<file path="src/rtl/find_max_tree_if.sv">
// Handshake bundle for find_max_tree: upstream window channel plus downstream result channel.
// Index_Out is present only when FIND_MAX_INDEX_EN is defined.
interface find_max_tree_if #(
  parameter int N_IN = 9
);
`ifdef FIND_MAX_INDEX_EN
  localparam int IW = (N_IN > 1) ? $clog2(N_IN) : 1;
`endif

  logic [32*N_IN-1:0] Data_In;
  logic               Mode;
  logic               Valid_In;
  logic               Ready_In;
  logic [31:0]        Data_Out;
  logic               Valid_Out;
  logic               Ready_Out;
`ifdef FIND_MAX_INDEX_EN
  logic [IW-1:0]      Index_Out;
`endif

  modport master (
    output Data_In,
    output Mode,
    output Valid_In,
    input  Ready_In,
    input  Data_Out,
    input  Valid_Out,
    output Ready_Out
`ifdef FIND_MAX_INDEX_EN
    , input Index_Out
`endif
  );

  modport slave (
    input  Data_In,
    input  Mode,
    input  Valid_In,
    output Ready_In,
    output Data_Out,
    output Valid_Out,
    input  Ready_Out
`ifdef FIND_MAX_INDEX_EN
    , output Index_Out
`endif
  );
endinterface

</file>
<file path="src/rtl/find_max_tree.sv">
// Pipelined FP32 max/min reduction tree, one comparator level per stage, global stall enable.
// Optional macro FIND_MAX_INDEX_EN adds per-stage index registers and the Index_Out port.
module find_max_tree #(
  parameter int N_IN = 9
) (
  input logic            clk,
  input logic            rst,
  find_max_tree_if.slave bus
);
  localparam int LAT = (N_IN > 1) ? $clog2(N_IN) : 1;
`ifdef FIND_MAX_INDEX_EN
  localparam int IW  = LAT;
`endif

  function automatic int lvl_cnt(input int lvl);
    int c;
    c = N_IN;
    for (int k = 0; k < lvl; k++) c = (c + 1) / 2;
    return c;
  endfunction

  // Elements of all levels are packed back to back; level s starts at lvl_base(s).
  function automatic int lvl_base(input int lvl);
    int b;
    b = 0;
    for (int k = 1; k < lvl; k++) b = b + lvl_cnt(k);
    return b;
  endfunction

  localparam int TOT = lvl_base(LAT + 1);

  // Monotonic unsigned key: negative values bit-flipped, positive values sign-flipped.
  function automatic logic [31:0] fp_key(input logic [31:0] x);
    return x[31] ? ~x : {1'b1, x[30:0]};
  endfunction

  logic        en_s;
  logic [31:0] data_q [TOT];
  logic [31:0] data_d [TOT];
  logic        mode_q [LAT];
  logic        mode_d [LAT];
  logic        vld_q  [LAT];
  logic        vld_d  [LAT];
`ifdef FIND_MAX_INDEX_EN
  logic [IW-1:0] idx_q [TOT];
  logic [IW-1:0] idx_d [TOT];
`endif

  assign en_s          = ~vld_q[LAT-1] | bus.Ready_Out;
  assign bus.Ready_In  = en_s;
  assign bus.Data_Out  = data_q[TOT-1];
  assign bus.Valid_Out = vld_q[LAT-1];
`ifdef FIND_MAX_INDEX_EN
  assign bus.Index_Out = idx_q[TOT-1];
`endif

  for (genvar s = 1; s <= LAT; s++) begin : g_lvl
    localparam int NI = lvl_cnt(s - 1);
    localparam int NO = lvl_cnt(s);
    localparam int OB = lvl_base(s);
    localparam int IB = (s > 1) ? lvl_base(s - 1) : 0;
    logic mode_s;

    if (s == 1) begin : g_ctl
      assign mode_s   = bus.Mode;
      assign mode_d[0] = bus.Mode;
      assign vld_d[0]  = bus.Valid_In;
    end else begin : g_ctl
      assign mode_s     = mode_q[s-2];
      assign mode_d[s-1] = mode_q[s-2];
      assign vld_d[s-1]  = vld_q[s-2];
    end

    for (genvar j = 0; j < NO; j++) begin : g_node
      // An unpaired element compares against itself, so it passes through unchanged.
      localparam int JA = 2 * j;
      localparam int JB = (2 * j + 1 < NI) ? 2 * j + 1 : 2 * j;
      logic [31:0] a_s;
      logic [31:0] b_s;
      logic        take_b_s;

      if (s == 1) begin : g_src
        assign a_s = bus.Data_In[32*JA +: 32];
        assign b_s = bus.Data_In[32*JB +: 32];
      end else begin : g_src
        assign a_s = data_q[IB+JA];
        assign b_s = data_q[IB+JB];
      end

      // Strict compare keeps the lower-index element on ties in both modes.
      assign take_b_s = mode_s ? (fp_key(b_s) < fp_key(a_s))
                               : (fp_key(b_s) > fp_key(a_s));
      assign data_d[OB+j] = take_b_s ? b_s : a_s;

`ifdef FIND_MAX_INDEX_EN
      logic [IW-1:0] ia_s;
      logic [IW-1:0] ib_s;
      if (s == 1) begin : g_isrc
        assign ia_s = IW'(JA);
        assign ib_s = IW'(JB);
      end else begin : g_isrc
        assign ia_s = idx_q[IB+JA];
        assign ib_s = idx_q[IB+JB];
      end
      assign idx_d[OB+j] = take_b_s ? ib_s : ia_s;
`endif
    end
  end

  // Stage registers: cleared asynchronously, advanced together under the global enable.
  always_ff @(posedge clk or negedge rst) begin
    if (!rst) begin
      for (int k = 0; k < TOT; k++) begin
        data_q[k] <= 32'd0;
`ifdef FIND_MAX_INDEX_EN
        idx_q[k]  <= {IW{1'b0}};
`endif
      end
      for (int k = 0; k < LAT; k++) begin
        mode_q[k] <= 1'b0;
        vld_q[k]  <= 1'b0;
      end
    end else if (en_s) begin
      data_q <= data_d;
      mode_q <= mode_d;
      vld_q  <= vld_d;
`ifdef FIND_MAX_INDEX_EN
      idx_q  <= idx_d;
`endif
    end
  end
endmodule
</file>
<file path="src/flat_wrapper.sv">
// flat-port wrapper written by rule: the top's interface ports become plain ports
module find_max_tree_flat 
#(
  parameter int N_IN = 9
)
  (clk, rst, bus_Data_In, bus_Mode, bus_Valid_In, bus_Ready_In, bus_Data_Out, bus_Valid_Out, bus_Ready_Out);
  find_max_tree_if #(.N_IN(N_IN)) bus_i ();
  input logic clk;
  input logic rst;
  input wire logic [$bits(bus_i.Data_In)-1:0] bus_Data_In;
  input wire logic [$bits(bus_i.Mode)-1:0] bus_Mode;
  input wire logic [$bits(bus_i.Valid_In)-1:0] bus_Valid_In;
  output wire logic [$bits(bus_i.Ready_In)-1:0] bus_Ready_In;
  output wire logic [$bits(bus_i.Data_Out)-1:0] bus_Data_Out;
  output wire logic [$bits(bus_i.Valid_Out)-1:0] bus_Valid_Out;
  input wire logic [$bits(bus_i.Ready_Out)-1:0] bus_Ready_Out;
  assign bus_i.Data_In = bus_Data_In;
  assign bus_i.Mode = bus_Mode;
  assign bus_i.Valid_In = bus_Valid_In;
  assign bus_Ready_In = bus_i.Ready_In;
  assign bus_Data_Out = bus_i.Data_Out;
  assign bus_Valid_Out = bus_i.Valid_Out;
  assign bus_i.Ready_Out = bus_Ready_Out;
  find_max_tree #(.N_IN(N_IN)) u_core (.clk(clk), .rst(rst), .bus(bus_i));
endmodule
</file>
<file path="config.mk">
export PLATFORM = sky130hd
export DESIGN_NAME = find_max_tree_flat
export DESIGN_NICKNAME = d
export VERILOG_FILES = /design/src/rtl/find_max_tree_if.sv /design/src/rtl/find_max_tree.sv /design/src/flat_wrapper.sv
export SDC_FILE = /design/constraint.sdc
export NUM_CORES = 1
export LEC_CHECK = 0
export ABC_AREA = 1
export CORE_MARGIN = 2
export CORE_UTILIZATION = 55
export DETAILED_ROUTE_END_ITERATION = 10
export GPL_TIMING_DRIVEN = 1
export HOLD_SLACK_MARGIN = 0.08
export MAX_ROUTING_LAYER = met4
export PLACE_DENSITY = 0.78
export SETUP_SLACK_MARGIN = 0.2
export SLEW_MARGIN = 20
export SYNTH_ARGS = -nofsm -noshare
export SYNTH_HDL_FRONTEND = slang
export SYNTH_SLANG_ARGS = --single-unit
</file>
<file path="constraint.sdc">
create_clock -name clk -period 2.66 [get_ports clk]
set_input_delay 0.532 -clock clk [delete_from_list [all_inputs] [get_ports clk]]
set_output_delay 0.532 -clock clk [all_outputs]
set_load 0.02 [all_outputs]
</file>
==> flow_metrics.env, run 1 <==
export IMPL_nNetsFinal=5105
export IMPL_r2r_slack_ns=-0.46
export IMPL_period_needed_ns=3.121
export IMPL_chipWidth_um=233.6
export IMPL_io_buffers=326
export IMPL_maxSlewViolCount=0
export IMPL_r2r_start="u_core.g_lvl[2].g_node[0].a_s[31]"
export IMPL_gp_congestion=0.9481
export IMPL_die_y_um=233.6
export IMPL_antenna_cells=0
export IMPL_ir_drop_mv=0.9750
export IMPL_drive_gt1_frac=0.1468
export IMPL_start_util=0.5540
export IMPL_hold_path_class="in -> reg"
export IMPL_worst_pin_slew_ns=0.6481
export IMPL_wl_per_cell_um=17.29
export IMPL_whs_path_depth=5
export IMPL_numCtsBuffers=39
export IMPL_violations="setup timing"
export IMPL_cts_tree="yes"
export IMPL_rows=84
export IMPL_timing_fmax_mhz=320.4
export IMPL_critical_path_slowest_cell="dfrtp_2"
export IMPL_drt_pass1_iter_count=8
export IMPL_crit_fanout=8
export IMPL_placed_cell_area_sq_mm=0.03490
export IMPL_drt_iter0_markers=2875
export IMPL_vias=28580
export IMPL_grt_pass1_vias=26940
export IMPL_core_sq_mm=0.05234
export IMPL_synth_nets=4590
export IMPL_netlist_instances=4041
export IMPL_syn2layout_area_growth_pct=32.56
export IMPL_grt_max_degree=138
export IMPL_postSynthAreaPerCell_sq_um=7.176
export IMPL_final_cell_area_sq_mm=0.03844
export IMPL_synth_seq_area_share=0.3098
export IMPL_period_share=1.173
export IMPL_path_cells="buf_12 > buf_16 > buf_12 > xnor2_1 > ha_2 > nand4_1 > nor3b_2 > nand2_2 > nand3_4 > buf_12 > buf_16 > nand3_4 > nand3_2 > nand2_1"
export IMPL_slowest_delay_ns=0.47
export IMPL_drv_cap=0
export IMPL_routed_via_density=5.419
export IMPL_grt_usage=0.3162
export IMPL_synth_ff_type="dfrtp_1"
export IMPL_antenna_found_initial=0
export IMPL_crit_arrival_ns=3.57
export IMPL_dp_hpwl_mm=59.88
export IMPL_finalWirelength_mm=91.19
export IMPL_hold_start="bus_Data_In[145]"
export IMPL_clockBufferDepth=3
export IMPL_slew_headroom=0.5680
export IMPL_grt_pass1_wl_mm=135.7
export IMPL_cp_end_kind="flop"
export IMPL_synth_edf_count=0
export IMPL_drc=0
export IMPL_ys_async_sr_fraction=1.000
export IMPL_ant_nets=0
export IMPL_rsz0062_at_grt="yes"
export IMPL_grt_remaining_overflow=0
export IMPL_p_per_area_mw_per_mm2=1342
export IMPL_fin_skew_ns=0.02222
export IMPL_cp_start_kind="flop"
export IMPL_clk_pin_slew_ns=0.06
export IMPL_io_pins=327
export IMPL_crit_top_cell="buf_12"
export IMPL_holdPathEnd="u_core.g_lvl[2].g_node[1].a_s[17]"
export IMPL_cts_max_level=2
export IMPL_final_hold_viol_count=0
export IMPL_setup_slack_ns=-0.4615
export IMPL_final_util=0.7344
export IMPL_clkSinkCount=359
export IMPL_yosysWarnings=0
export IMPL_r2r_end="u_core.g_lvl[3].g_node[0].a_s[20]"
export IMPL_setup_tns_ns=-17.59
export IMPL_dieArea_sq_mm=0.05458
export IMPL_leakage_nw=20.71
export IMPL_ys_ff_latch=359
export IMPL_final_setup_viol_count=78
export IMPL_outcome="finished with violations"
export IMPL_syn_area_sq_mm=0.02900
export IMPL_worstPathRequired_ns=3.11
export IMPL_rr_worst_depth=14
export IMPL_synthDistinctLibCells=34
export IMPL_path_class="reg -> reg"
export IMPL_cts_root_buf="clkbuf_16"
export IMPL_clk_latency_ns=0.58
layout by cell type (no fill, tap or decap), types with 6 or more instances in the layout:
cell type        Yosys  final
clkbuf_1            90      9
nand4_1             19     19
buf_16               0      6
buf_2              101      6
clkinvlp_4           0      6
o21ai_1              7      7
buf_8                0      8
ha_1               256    255
buf_12               3     53
xnor2_1            248    240
dfrtp_1            359    355
nand2_4              1     33
nor2_2               0     16
a21o_1               8      8
inv_1              577    575
clkdlybuf4s50_1      0    302
buf_6                2     24
nand3_1            527    456
nor2_1              72     55
o21ai_0             45     45
nand2_2             40     71
xnor2_2              0      7
buf_4               17    255
clkbuf_16            0     54
a21oi_1            112     95
nand3_4              1     20
nand2_1           1272   1207
o21a_1              16     16
dlymetal6s2s_1       0     17
xor2_1             248    245
nand3_2              4     56
a21oi_2              1     15
sequential cells by signal, summed over array words and instances, names as in the netlist:
register                 count
u_core.g_lvl.mode_s          3
u_core.vld_d                 3
u_core.bus.Valid_Out         1
u_core.bus.Data_Out         32
u_core.g_lvl.g_node.a_s    192
u_core.g_lvl.g_node.b_s    128
critical path, delay by kind of cell (launching register included):
family / cells / cell delay [ns]
adders and majority gates: 1 / 0.32
buffers and inverters: 5 / 0.74
and+or+nand+nor: 7 / 1.31
xor gates and xnor gates: 1 / 0.14
DFF: 1 / 0.47
final cells by class:
class | count | area, sq um
Clock inverter | 17 | 226.5
Fill cell | 3754 | 13900
Tap cell | 688 | 860.8
Inverter | 580 | 2185
Clock buffer | 53 | 1079
Sequential cell | 359 | 8989
Multi-Input combinational cell | 2888 | 17890
Timing Repair Buffer | 688 | 7214
cell usage after synthesis (3+ instances only):
| master | count | area, sq um |
|---|---|---|
| a21o_1 | 8 | 60.06 |
| a21oi_1 | 112 | 560.5 |
| buf_12 | 3 | 60.06 |
| buf_2 | 101 | 505.5 |
| buf_4 | 17 | 127.6 |
| clkbuf_1 | 90 | 337.8 |
| clkinv_1 | 3 | 11.26 |
| dfrtp_1 | 359 | 8984 |
| ha_1 | 256 | 3203 |
| inv_1 | 577 | 2166 |
| nand2_1 | 1272 | 4775 |
| nand2_2 | 40 | 250.2 |
| nand3_1 | 527 | 2638 |
| nand3_2 | 4 | 40.04 |
| nand4_1 | 19 | 118.9 |
| nor2_1 | 72 | 270.3 |
| o21a_1 | 16 | 120.1 |
| o21ai_0 | 45 | 225.2 |
| o21ai_1 | 7 | 35.03 |
| xnor2_1 | 248 | 2172 |
| xor2_1 | 248 | 2172 |
metrics by stage:
stage	power, W	setup slack (ns)	hold WS (ns)	cells
after global routing	0.05518	-0.5008	0.4259	5273
after detailed placement	0.03762	-0.4388	0.4472	5152
after global placement	0.03674	-0.3610	0.4453	5152
final	0.05158	-0.4615	0.3875	5273
after floorplan	0.02902	0.1879	0.2364	4041
after CTS	0.04575	0.07823	0.4670	5243
routing by layer:
metal  share of wire  vias to the layer above  GRT usage  wire [um]
li1                -                    13520          -          -
met1            0.40                    13420     0.4116      36530
met2            0.47                     1307     0.5115      43290
met3           0.076                      336    0.03259       6896
met4           0.049                        0     0.1153       4477
met5               0                        -          -          0
how the worst max path moves through the flow:
stage | slack (ns) | startpoint | cells past startpoint | end
2_1_floorplan | 0.19 | bus_Data_In[127] | 14 | u_core.g_lvl[2].g_node[0].b_s[29]
3_3_place_gp | -0.36 | bus_Data_In[255] | 17 | u_core.g_lvl[2].g_node[1].b_s[31]
3_5_place_dp | -0.44 | bus_Data_In[255] | 15 | u_core.g_lvl[2].g_node[1].b_s[21]
4_1_cts | 0.08 | u_core.g_lvl[2].g_node[1].b_s[31] | 13 | u_core.g_lvl[3].g_node[0].b_s[1]
5_1_grt | -0.50 | u_core.g_lvl[2].g_node[0].a_s[31] | 14 | u_core.g_lvl[3].g_node[0].a_s[20]
6_report | -0.46 | u_core.g_lvl[2].g_node[0].a_s[31] | 14 | u_core.g_lvl[3].g_node[0].a_s[20]
report_power, final:
part           total (W)  leakage [nW]  internal [W]  switching [W]
registers         0.0108          4.26       0.00801        0.00278
clock network    0.00565         0.619       0.00327        0.00238
logic             0.0351          15.8        0.0151         0.0201
total             0.0516          20.7        0.0264         0.0252
cell families (layout without fill, tap and decap cells):
| kind of cell | Yosys count | after routing | synth area share |
|---|---|---|---|
| AOI/OAI and AO/OA | 189 | 189 | 0.03482 |
| xor gates and xnor gates | 496 | 496 | 0.1498 |
| adders and majority gates | 256 | 256 | 0.1105 |
| buffers and inverters | 795 | 1338 | 0.1117 |
| DFF | 359 | 359 | 0.3098 |
| and+or+nand+nor | 1946 | 1947 | 0.2834 |
repair_timing:
item / CTS / global route
hold endpoints to repair: 62 / 0
setup buffers: 12 / 15
pin swaps: 21 / 107
endpoints found under the setup margin: 184 / 256
cloned: 8 / 15
gates resized for setup: 69 / 260
hold buffers: 1 / 0
Power figures use the tool's default switching activity.
==> inputs of run 2 (changes only) <==
Settings changed: GPL_TIMING_DRIVEN 1 to not set.
==> results of run 2 <==
The final DEF is identical to that of run 1; final timing and power are the same.
